## src/rtl/ysyx_23060124_ifu_pkg.sv

```systemverilog
// Shared constants and FSM encoding for the instruction fetch unit.
package ysyx_23060124_ifu_pkg;
  localparam int          ysyx_23060124_ISA_WIDTH = 32;
  localparam logic [31:0] ysyx_23060124_RESET_PC  = 32'h8000_0000;

  typedef enum logic [2:0] {
    IFU_IDLE = 3'd0,
    IFU_REQ  = 3'd1,
    IFU_WAIT = 3'd2,
    IFU_HOLD = 3'd3,
    IFU_ERR  = 3'd4
  } ifu_state_e;
endpackage

```

## src/rtl/ysyx_23060124_ifu_pc.sv

```systemverilog
// Architectural PC: holds, steps by one word, or loads a word-aligned redirect target.
module ysyx_23060124_ifu_pc
  import ysyx_23060124_ifu_pkg::*;
#(
  parameter int                    ISA_WIDTH = ysyx_23060124_ISA_WIDTH,
  parameter logic [ISA_WIDTH-1:0]  RESET_PC  = ysyx_23060124_RESET_PC
) (
  input  logic                 i_clk,
  input  logic                 i_rst,
  input  logic                 i_advance,
  input  logic                 i_redirect,
  input  logic [ISA_WIDTH-1:0] i_redirect_pc,
  output logic [ISA_WIDTH-1:0] o_pc
);
  always_ff @(posedge i_clk) begin
    if (i_rst)
      o_pc <= RESET_PC;
    else if (i_redirect)
      o_pc <= {i_redirect_pc[ISA_WIDTH-1:2], 2'b00};
    else if (i_advance)
      o_pc <= o_pc + ISA_WIDTH'(4);
  end
endmodule

```

## src/rtl/ysyx_23060124_ifu.sv

```systemverilog
// Instruction fetch unit: one outstanding imem fetch, valid/ready hand-off to decode,
// redirects drop stale fetches via a kill flag.
module ysyx_23060124_ifu
  import ysyx_23060124_ifu_pkg::*;
#(
  parameter int                    ISA_WIDTH = ysyx_23060124_ISA_WIDTH,
  parameter logic [ISA_WIDTH-1:0]  RESET_PC  = ysyx_23060124_RESET_PC
) (
  input  logic                 i_clk,
  input  logic                 i_rst,
  output logic                 o_imem_req_valid,
  input  logic                 i_imem_req_ready,
  output logic [ISA_WIDTH-1:0] o_imem_addr,
  input  logic                 i_imem_rsp_valid,
  input  logic [ISA_WIDTH-1:0] i_imem_rsp_data,
  input  logic                 i_imem_rsp_err,
  output logic                 o_ins_valid,
  input  logic                 i_ins_ready,
  output logic [ISA_WIDTH-1:0] o_ins,
  output logic [ISA_WIDTH-1:0] o_pc,
  input  logic                 i_redirect_valid,
  input  logic [ISA_WIDTH-1:0] i_redirect_pc,
  output logic                 o_fetch_err
);
  ifu_state_e           state;
  logic                 kill;
  logic                 redir;
  logic                 advance;
  logic [ISA_WIDTH-1:0] pc;

  // A faulted unit is frozen until reset, so redirects are masked there.
  assign redir   = i_redirect_valid && (state != IFU_ERR);
  assign advance = (state == IFU_HOLD) && i_ins_ready && !redir;

  ysyx_23060124_ifu_pc #(
    .ISA_WIDTH (ISA_WIDTH),
    .RESET_PC  (RESET_PC)
  ) u_pc (
    .i_clk         (i_clk),
    .i_rst         (i_rst),
    .i_advance     (advance),
    .i_redirect    (redir),
    .i_redirect_pc (i_redirect_pc),
    .o_pc          (pc)
  );

  always_ff @(posedge i_clk) begin
    if (i_rst) begin
      state <= IFU_IDLE;
      kill  <= 1'b0;
      o_ins <= '0;
      o_pc  <= RESET_PC;
    end else begin
      case (state)
        IFU_IDLE: state <= IFU_REQ;
        IFU_REQ: if (i_imem_req_ready) begin
          // Request went out with the old pc; its response must be discarded.
          state <= IFU_WAIT;
          kill  <= redir;
        end
        IFU_WAIT: begin
          if (i_imem_rsp_valid) begin
            if (kill || redir) begin
              kill  <= 1'b0;
              state <= IFU_REQ;
            end else if (i_imem_rsp_err) begin
              state <= IFU_ERR;
            end else begin
              o_ins <= i_imem_rsp_data;
              o_pc  <= pc;
              state <= IFU_HOLD;
            end
          end else if (redir) begin
            kill <= 1'b1;
          end
        end
        IFU_HOLD: if (redir || i_ins_ready) state <= IFU_REQ;
        IFU_ERR:  state <= IFU_ERR;
        default:  state <= IFU_IDLE;
      endcase
    end
  end

  assign o_imem_req_valid = (state == IFU_REQ);
  assign o_imem_addr      = pc;
  assign o_ins_valid      = (state == IFU_HOLD);
  assign o_fetch_err      = (state == IFU_ERR);
endmodule

```

## config.mk

```make
export PLATFORM = sky130hd
export DESIGN_NAME = ysyx_23060124_ifu
export DESIGN_NICKNAME = d
export VERILOG_FILES = /design/src/rtl/ysyx_23060124_ifu_pkg.sv /design/src/rtl/ysyx_23060124_ifu_pc.sv /design/src/rtl/ysyx_23060124_ifu.sv
export SDC_FILE = /design/constraint.sdc
export NUM_CORES = 1
export LEC_CHECK = 0
export CAP_MARGIN = 20
export CORE_MARGIN = 4
export CORE_UTILIZATION = 43
export CTS_CLUSTER_DIAMETER = 80
export DETAILED_ROUTE_END_ITERATION = 10
export HOLD_SLACK_MARGIN = 0.08
export PLACE_DENSITY = 0.78
export SLEW_MARGIN = 20
export SYNTH_ARGS = -nofsm -noshare
export SYNTH_HDL_FRONTEND = slang
export SYNTH_SLANG_ARGS = --single-unit
```

## constraint.sdc

```tcl
create_clock -name i_clk -period 2.5 [get_ports i_clk]
set_clock_uncertainty 0.05 [all_clocks]
set_input_delay 0.5 -clock i_clk [delete_from_list [all_inputs] [get_ports i_clk]]
set_output_delay 0.5 -clock i_clk [all_outputs]
set_load 0.03 [all_outputs]
```

==> reports/summary.txt, run 1 <==
min Tclk post-route: 2.382 ns
met2 Use GR: 0.3620
#FFs+latches synth: 96
Avg Inst Size Synth: 7.981 um2
Final Hold Fails: 0
first-pass GRT wire length: 19,530 um
final antenna-violating net count: 0
via count: 4,042
vias per cell: 5.021
die width: 105.5 um
clock buffer depth: 2
Post-CTS Resized: 0
CTS tree: built
Clk pin slew, worst setup/hold paths: 0.10 ns
placed cell area: 0.005902 mm2
r2r setup slk: 0.39 ns
gr usage total: 0.2127
cell family with most CP delay: buffers and inverters
GRT Max-Usage Layer: met2
status: complete, no violations
Max-Cap Viols: 0
top cell type's share of synthesized area: 0.4703
fin util: 0.6584
GP Congestion: 0.8252
Arrival @ worst endpoint: 1.83 ns
row count: 35
Worst R2R Path Depth: 4
global route overflow: 0
Layout Cells excl Fill: 805
pwr dens: 515.7 mW/mm2
startpoint types: flop
sequential fraction of the synthesis area: 0.4703
Core Box Area: 0.009240 mm2
period utilization: 0.9530
Worst setup EP type: output pin
CTS Sinks: 96
Worst Setup SP: state[1]
Post-synth EDFFs: 0
Routed WL: 11,680 um
fmax: 419.7 MHz
met3 usage: 0.04838
Synth warnings: 0
M1 GR Usage: 0.2636
1st-pass router iterations: 4
placed wire-length estimate: 8639 um
Hold Crit Class: reg -> reg
die area: 0.01113 mm2
Final Setup Violations: 0
reg2reg end: u_pc.o_pc[12]
clock latency on the worst-skew pair: 0.36 ns
cells after synthesis: 512
CP peak stage delay: 0.67 ns
crit-path max FO: 10
Detailed Route Iter0 Violations: 186
CTS Hold Bufs: 0
Die Ht: 105.5 um
synth top area cells: dfxtp_1 47%, nand2_1 12%, a21oi_1 8.1%
Mapped Area: 0.004086 mm2
Setup TNS: 0 ns
hold depth: 2
Initial Utilization: 0.4422
Avg WL per Cell: 14.50 um
unrepaired setup endpoints after global routing: false
Leakage: 2.112 nW
Nets: 743
max-slew violation count: 0
vias in the first global route: 3,970
Worst Path Required: 1.95 ns
Main synth FF type: dfxtp_1
CP Cell Sequence: nand3b_4, inv_1, clkdlybuf4s50_1
Synth top cells by count: 135 x nand2_1, 96 x dfxtp_1, 66 x a21oi_1
Synth area leader: dfxtp_1
ANT cells: 0
Hold Startpoint: o_pc[3]
slowest library cell on the worst path: clkdlybuf4s50_1
I/O Buffers: 163
post-CTS setup buffer count: 0
clk root buf: clkbuf_8
fin area: 0.006083 mm2
ys async rst share: 0
Buf/Inv on CP: 2
crit path to: o_ins_valid
Synth cell types: 42
CTS Buf Count: 9
Layout area overhead: 48.87%
cell depth of the worst setup path: 3
layout cell share with drive strength beyond 1: 0.06805
Post-route DRC: 0
initial antenna violation count: 0
top-count cell post-synth: nand2_1
critical path type: reg -> out
VDD IR-drop max: 0.3519 mV
Clock H-tree levels: 3
largest net degree at the start of global routing: 38
Ports: 170
placed insts: 789
reg2reg start: state[1]
## registers in the layout, summed over array words and instances, names as in the netlist
signal     count
kill           1
state          3
o_ins         32
o_pc          30
u_pc.o_pc     30
## layout make-up
cell class	count	area (um2)
clock buffer	10	127.6
sequential	96	1922
clock inverter	6	48.80
inverter	9	33.78
tap	129	161.4
multi-input combinational	373	1976
timing repair buffer	182	1814
fill	777	3157
## per-stage QoR
stage | hold slack [ns] | setup slack (ns) | total power, mW
CTS | 0.4095 | 0.07210 | 3.161
detailed placement | 0.3956 | 0.1438 | 2.220
global route | 0.4280 | 0.02703 | 3.286
finish | 0.4069 | 0.1175 | 3.137
floorplan | 0.4620 | 0.1465 | 1.955
global placement | 0.3911 | 0.1692 | 2.206
## cells by family (layout without fill, tap and decap cells)
family                   after synthesis  in the layout  synth area share
multiplexers                           2              2          0.004899
XOR/XNOR                              27             27           0.05787
flip-flops                            96             96            0.4703
adder cells (fa/ha/maj)                1              1          0.003061
other                                  1              4         0.0009177
AND/OR/NAND/NOR                      234            234            0.2593
AO/OA/AOI/OAI                        105            105            0.1531
buffers and inverters                 46            207           0.05052
## cell usage in the layout (no fill, tap or decap), drive strengths merged, types with 2 or more instances in the layout
| cell | netlist | layout |
|---|---|---|
| buf | 18 | 20 |
| nor4 | 4 | 4 |
| nor2b | 2 | 2 |
| clkinvlp | 0 | 2 |
| a211oi | 26 | 26 |
| xor2 | 15 | 15 |
| a31oi | 2 | 2 |
| conb | 1 | 4 |
| dfxtp | 96 | 96 |
| clkdlybuf4s50 | 0 | 160 |
| nand2b | 4 | 4 |
| xnor2 | 12 | 12 |
| nand3b | 2 | 2 |
| and3 | 7 | 7 |
| or3 | 2 | 2 |
| o21ai | 4 | 4 |
| dlymetal6s2s | 0 | 2 |
| nor3b | 2 | 2 |
| nor3 | 10 | 10 |
| nand4 | 15 | 15 |
| inv | 9 | 12 |
| nor2 | 36 | 36 |
| nand2 | 135 | 135 |
| nand3 | 10 | 10 |
| mux2i | 2 | 2 |
| and2 | 3 | 3 |
| clkbuf | 19 | 10 |
| a21oi | 66 | 66 |
## where the power goes
group / internal, mW / total [mW] / switching (mW)
Sequential: 1.58 / 1.66 / 0.0762
Clock: 0.375 / 0.952 / 0.577
Combinational: 0.258 / 0.528 / 0.271
## worst min path at each step
| stage | endpoint | slack [ns] |
|---|---|---|
| 6_report | o_pc[3] | 0.41 |
| 3_5_place_dp | o_pc[28] | 0.40 |
| 2_1_floorplan | state[1] | 0.46 |
| 3_3_place_gp | o_ins[19] | 0.39 |
| 4_1_cts | o_pc[28] | 0.41 |
| 5_1_grt | o_ins[2] | 0.43 |
## metal layers
metal / wire (um) / up-vias
met2: 5815 / 122
met5: 0 / -
met1: 4873 / 1856
met4: 240 / 0
met3: 746 / 22
li1: - / 2042
## worst min-delay path: cells and delay by family, from the launching register on
kind,cells,cell delay (ns)
and+or+nand+nor,1,0.05
AOI/OAI and AO/OA,1,0.05
DFF,1,0.32
(Power assumes the default switching activity.)
==> run 2, diff against run 1 <==
--- a/config.mk
+++ b/config.mk
@@ -12,6 +12,7 @@
 export DETAILED_ROUTE_END_ITERATION = 10
 export HOLD_SLACK_MARGIN = 0.08
 export PLACE_DENSITY = 0.78
+export SETUP_SLACK_MARGIN = 0.5
 export SLEW_MARGIN = 20
 export SYNTH_ARGS = -nofsm -noshare
 export SYNTH_HDL_FRONTEND = slang
==> run 2 against run 1 <==
  * Sequential power about the same
  * Final cell count is 0.25% higher
  * Critical path depth is 1 lower
  * Die area did not move
  * Worst setup slack better by 0.38 ns
  * Register-to-register slack better by 0.19 ns
  * Largest power group unchanged
==> reports/summary.txt, run 2 (synthesis results as in run 1) <==
CTS Sinks: 96 (unchanged)
Final Setup Violations: 0 (unchanged)
combinational power share: 0.163 (was 0.168)
max-slew violation count: 0 (unchanged)
vias in the first global route: 4,036 (was 3,970)
largest net degree at the start of global routing: 56 (was 38)
Max-Cap Viols: 0 (unchanged)
Leakage: 2.301 nW (was 2.112 nW)
gr usage total: 0.2171 (was 0.2127)
CTS Buf Count: 9 (unchanged)
Worst Path Required: 1.95 ns (about the same)
Clock H-tree levels: 3 (unchanged)
Arrival @ worst endpoint: 1.45 ns (was 1.83 ns)
clock latency on the worst-skew pair: 0.36 ns (about the same)
Clk pin slew, worst setup/hold paths: 0.09 ns (was 0.10 ns)
clk root buf: clkbuf_8 (unchanged)
Final Hold Fails: 0 (unchanged)
fmax: 500.4 MHz (was 419.7 MHz)
status: complete, no violations (unchanged)
die area: 0.01113 mm2 (unchanged)
unrepaired setup endpoints after global routing: true (was false)
Worst-Margin Slew: 0.5896 ns
Worst setup EP type: output pin (unchanged)
Setup TNS: 0 ns (unchanged)
largest registers: o_ins (32), o_pc (30), u_pc.o_pc (30) (unchanged)
1st-pass router iterations: 4 (unchanged)
Ports: 170 (unchanged)
Initial Utilization: 0.4422 (unchanged)
Slew HR: 0.6070
via count: 4,128 (was 4,042)
row count: 35 (unchanged)
initial antenna violation count: 0 (unchanged)
final antenna-violating net count: 0 (unchanged)
I/O Buffers: 163 (unchanged)
first-pass GRT wire length: 19,920 um (was 19,530 um)
CTS Hold Bufs: 0 (unchanged)
Avg WL per Cell: 14.87 um (was 14.50 um)
Die Ht: 105.5 um (unchanged)
CTS tree: built (unchanged)
ANT cells: 0 (unchanged)
Layout area overhead: 50.06% (was 48.87%)
clock share of power: 0.299 (was 0.303)
Routed WL: 12,000 um (was 11,680 um)
Largest register FFs: 32 (unchanged)
Setup WS post-layout: 0.5015 ns (was 0.1175 ns)
vias per cell: 5.115 (was 5.021)
clock buffer depth: 2 (unchanged)
placed wire-length estimate: 8501 um (was 8639 um)
VDD IR-drop max: 0.2891 mV (was 0.3519 mV)
net switching power figure: 886.3 uW (was 923.5 uW)
most common cell after layout, fill and taps aside: nand2_1 (was clkdlybuf4s50_1)
post-place setup slack: 0.1642 ns (was 0.1438 ns)
crit-path max FO: 9 (was 10)
Hold Crit Class: reg -> reg (unchanged)
layout cell share with drive strength beyond 1: 0.09735 (was 0.06805)
commonest cells after routing, fill and taps aside: 133 x nand2_1, 127 x clkdlybuf4s50_1, 86 x dfxtp_1 (was 160 x clkdlybuf4s50_1, 134 x nand2_1, 96 x dfxtp_1)
Detailed Route Iter0 Violations: 162 (was 186)
Largest Register: o_ins (unchanged)
P_int: 2.205 mW (was 2.214 mW)
GP Congestion: 0.7956 (was 0.8252)
startpoint types: flop (unchanged)
Nets: 746 (was 743)
Core Box Area: 0.009240 mm2 (unchanged)
period utilization: 0.7994 (was 0.9530)
global route overflow: 0 (unchanged)
Total Power: 3.091 mW (was 3.137 mW)
pwr dens: 504.1 mW/mm2 (was 515.7 mW/mm2)
Post-route DRC: 0 (unchanged)
sequential share of power: 0.538 (was 0.528)
die width: 105.5 um (unchanged)
fin util: 0.6636 (was 0.6584)
min Tclk post-route: 1.999 ns (was 2.382 ns)
sw frac: 0.2867 (was 0.2944)
critical path type: reg -> out (unchanged)
==> run 2: worst paths after layout <==
check	start	endpoint	slack [ns]	cells past startpoint
setup / recovery	state[2]	o_fetch_err	0.50	2
hold / removal	o_pc[4]	o_pc[4]	0.41	2
setup reg to reg	state[2]	u_pc.o_pc[12]	0.58	4
hold reg to reg	o_pc[4]	o_pc[4]	0.41	2
==> run 2: critical path: stages (launching register included) <==
cell and delay [ns]:
dfxtp_2 0.41, nor3b_2 0.32, clkdlybuf4s15_2 0.36
==> run 2: final cells by class <==
class / instances / area [um2]
Clock buffer: 11 / 141.4
Tap cell: 129 / 161.4
Fill cell: 779 / 3108
Sequential cell: 96 / 1937
Inverter: 9 / 33.78
Timing Repair Buffer: 185 / 1813
Clock inverter: 4 / 31.28
Multi-Input combinational cell: 373 / 2014
==> run 2: power groups by stage <==
stage               sequential [mW]  combinational, mW  clock [mW]
floorplan                      1.76              0.201           0
global placement               1.69              0.515           0
detailed placement             1.69              0.522           0
CTS                            1.66              0.503       0.946
global route                   1.67              0.544        1.01
finish                         1.66              0.504       0.924
==> run 2: through the flow <==
step | instance area [um2] | hold WS (ns) | std cells
2_1_floorplan | 4114 | 0.4616 | 515
3_3_place_gp | 5903 | 0.3911 | 787
3_5_place_dp | 5903 | 0.3968 | 787
4_1_cts | 6057 | 0.4099 | 802
5_1_grt | 6132 | 0.4225 | 807
6_report | 6132 | 0.4074 | 807
==> run 2: what timing repair did <==
item / CTS / global route
setup endpoints to repair: 37 / 19
pin swaps: 0 / 4
gates resized for setup: 38 / 18
setup buffers: 0 / 5
==> run 2: routing by layer <==
| metal | track usage | routed length [um] | vias to the layer above |
|---|---|---|---|
| met5 | 0 | 0 | - |
| li1 | - | - | 2042 |
| met4 | 0.07404 | 218 | 0 |
| met1 | 0.2674 | 5148 | 1929 |
| met3 | 0.06369 | 760 | 22 |
| met2 | 0.3616 | 5875 | 135 |
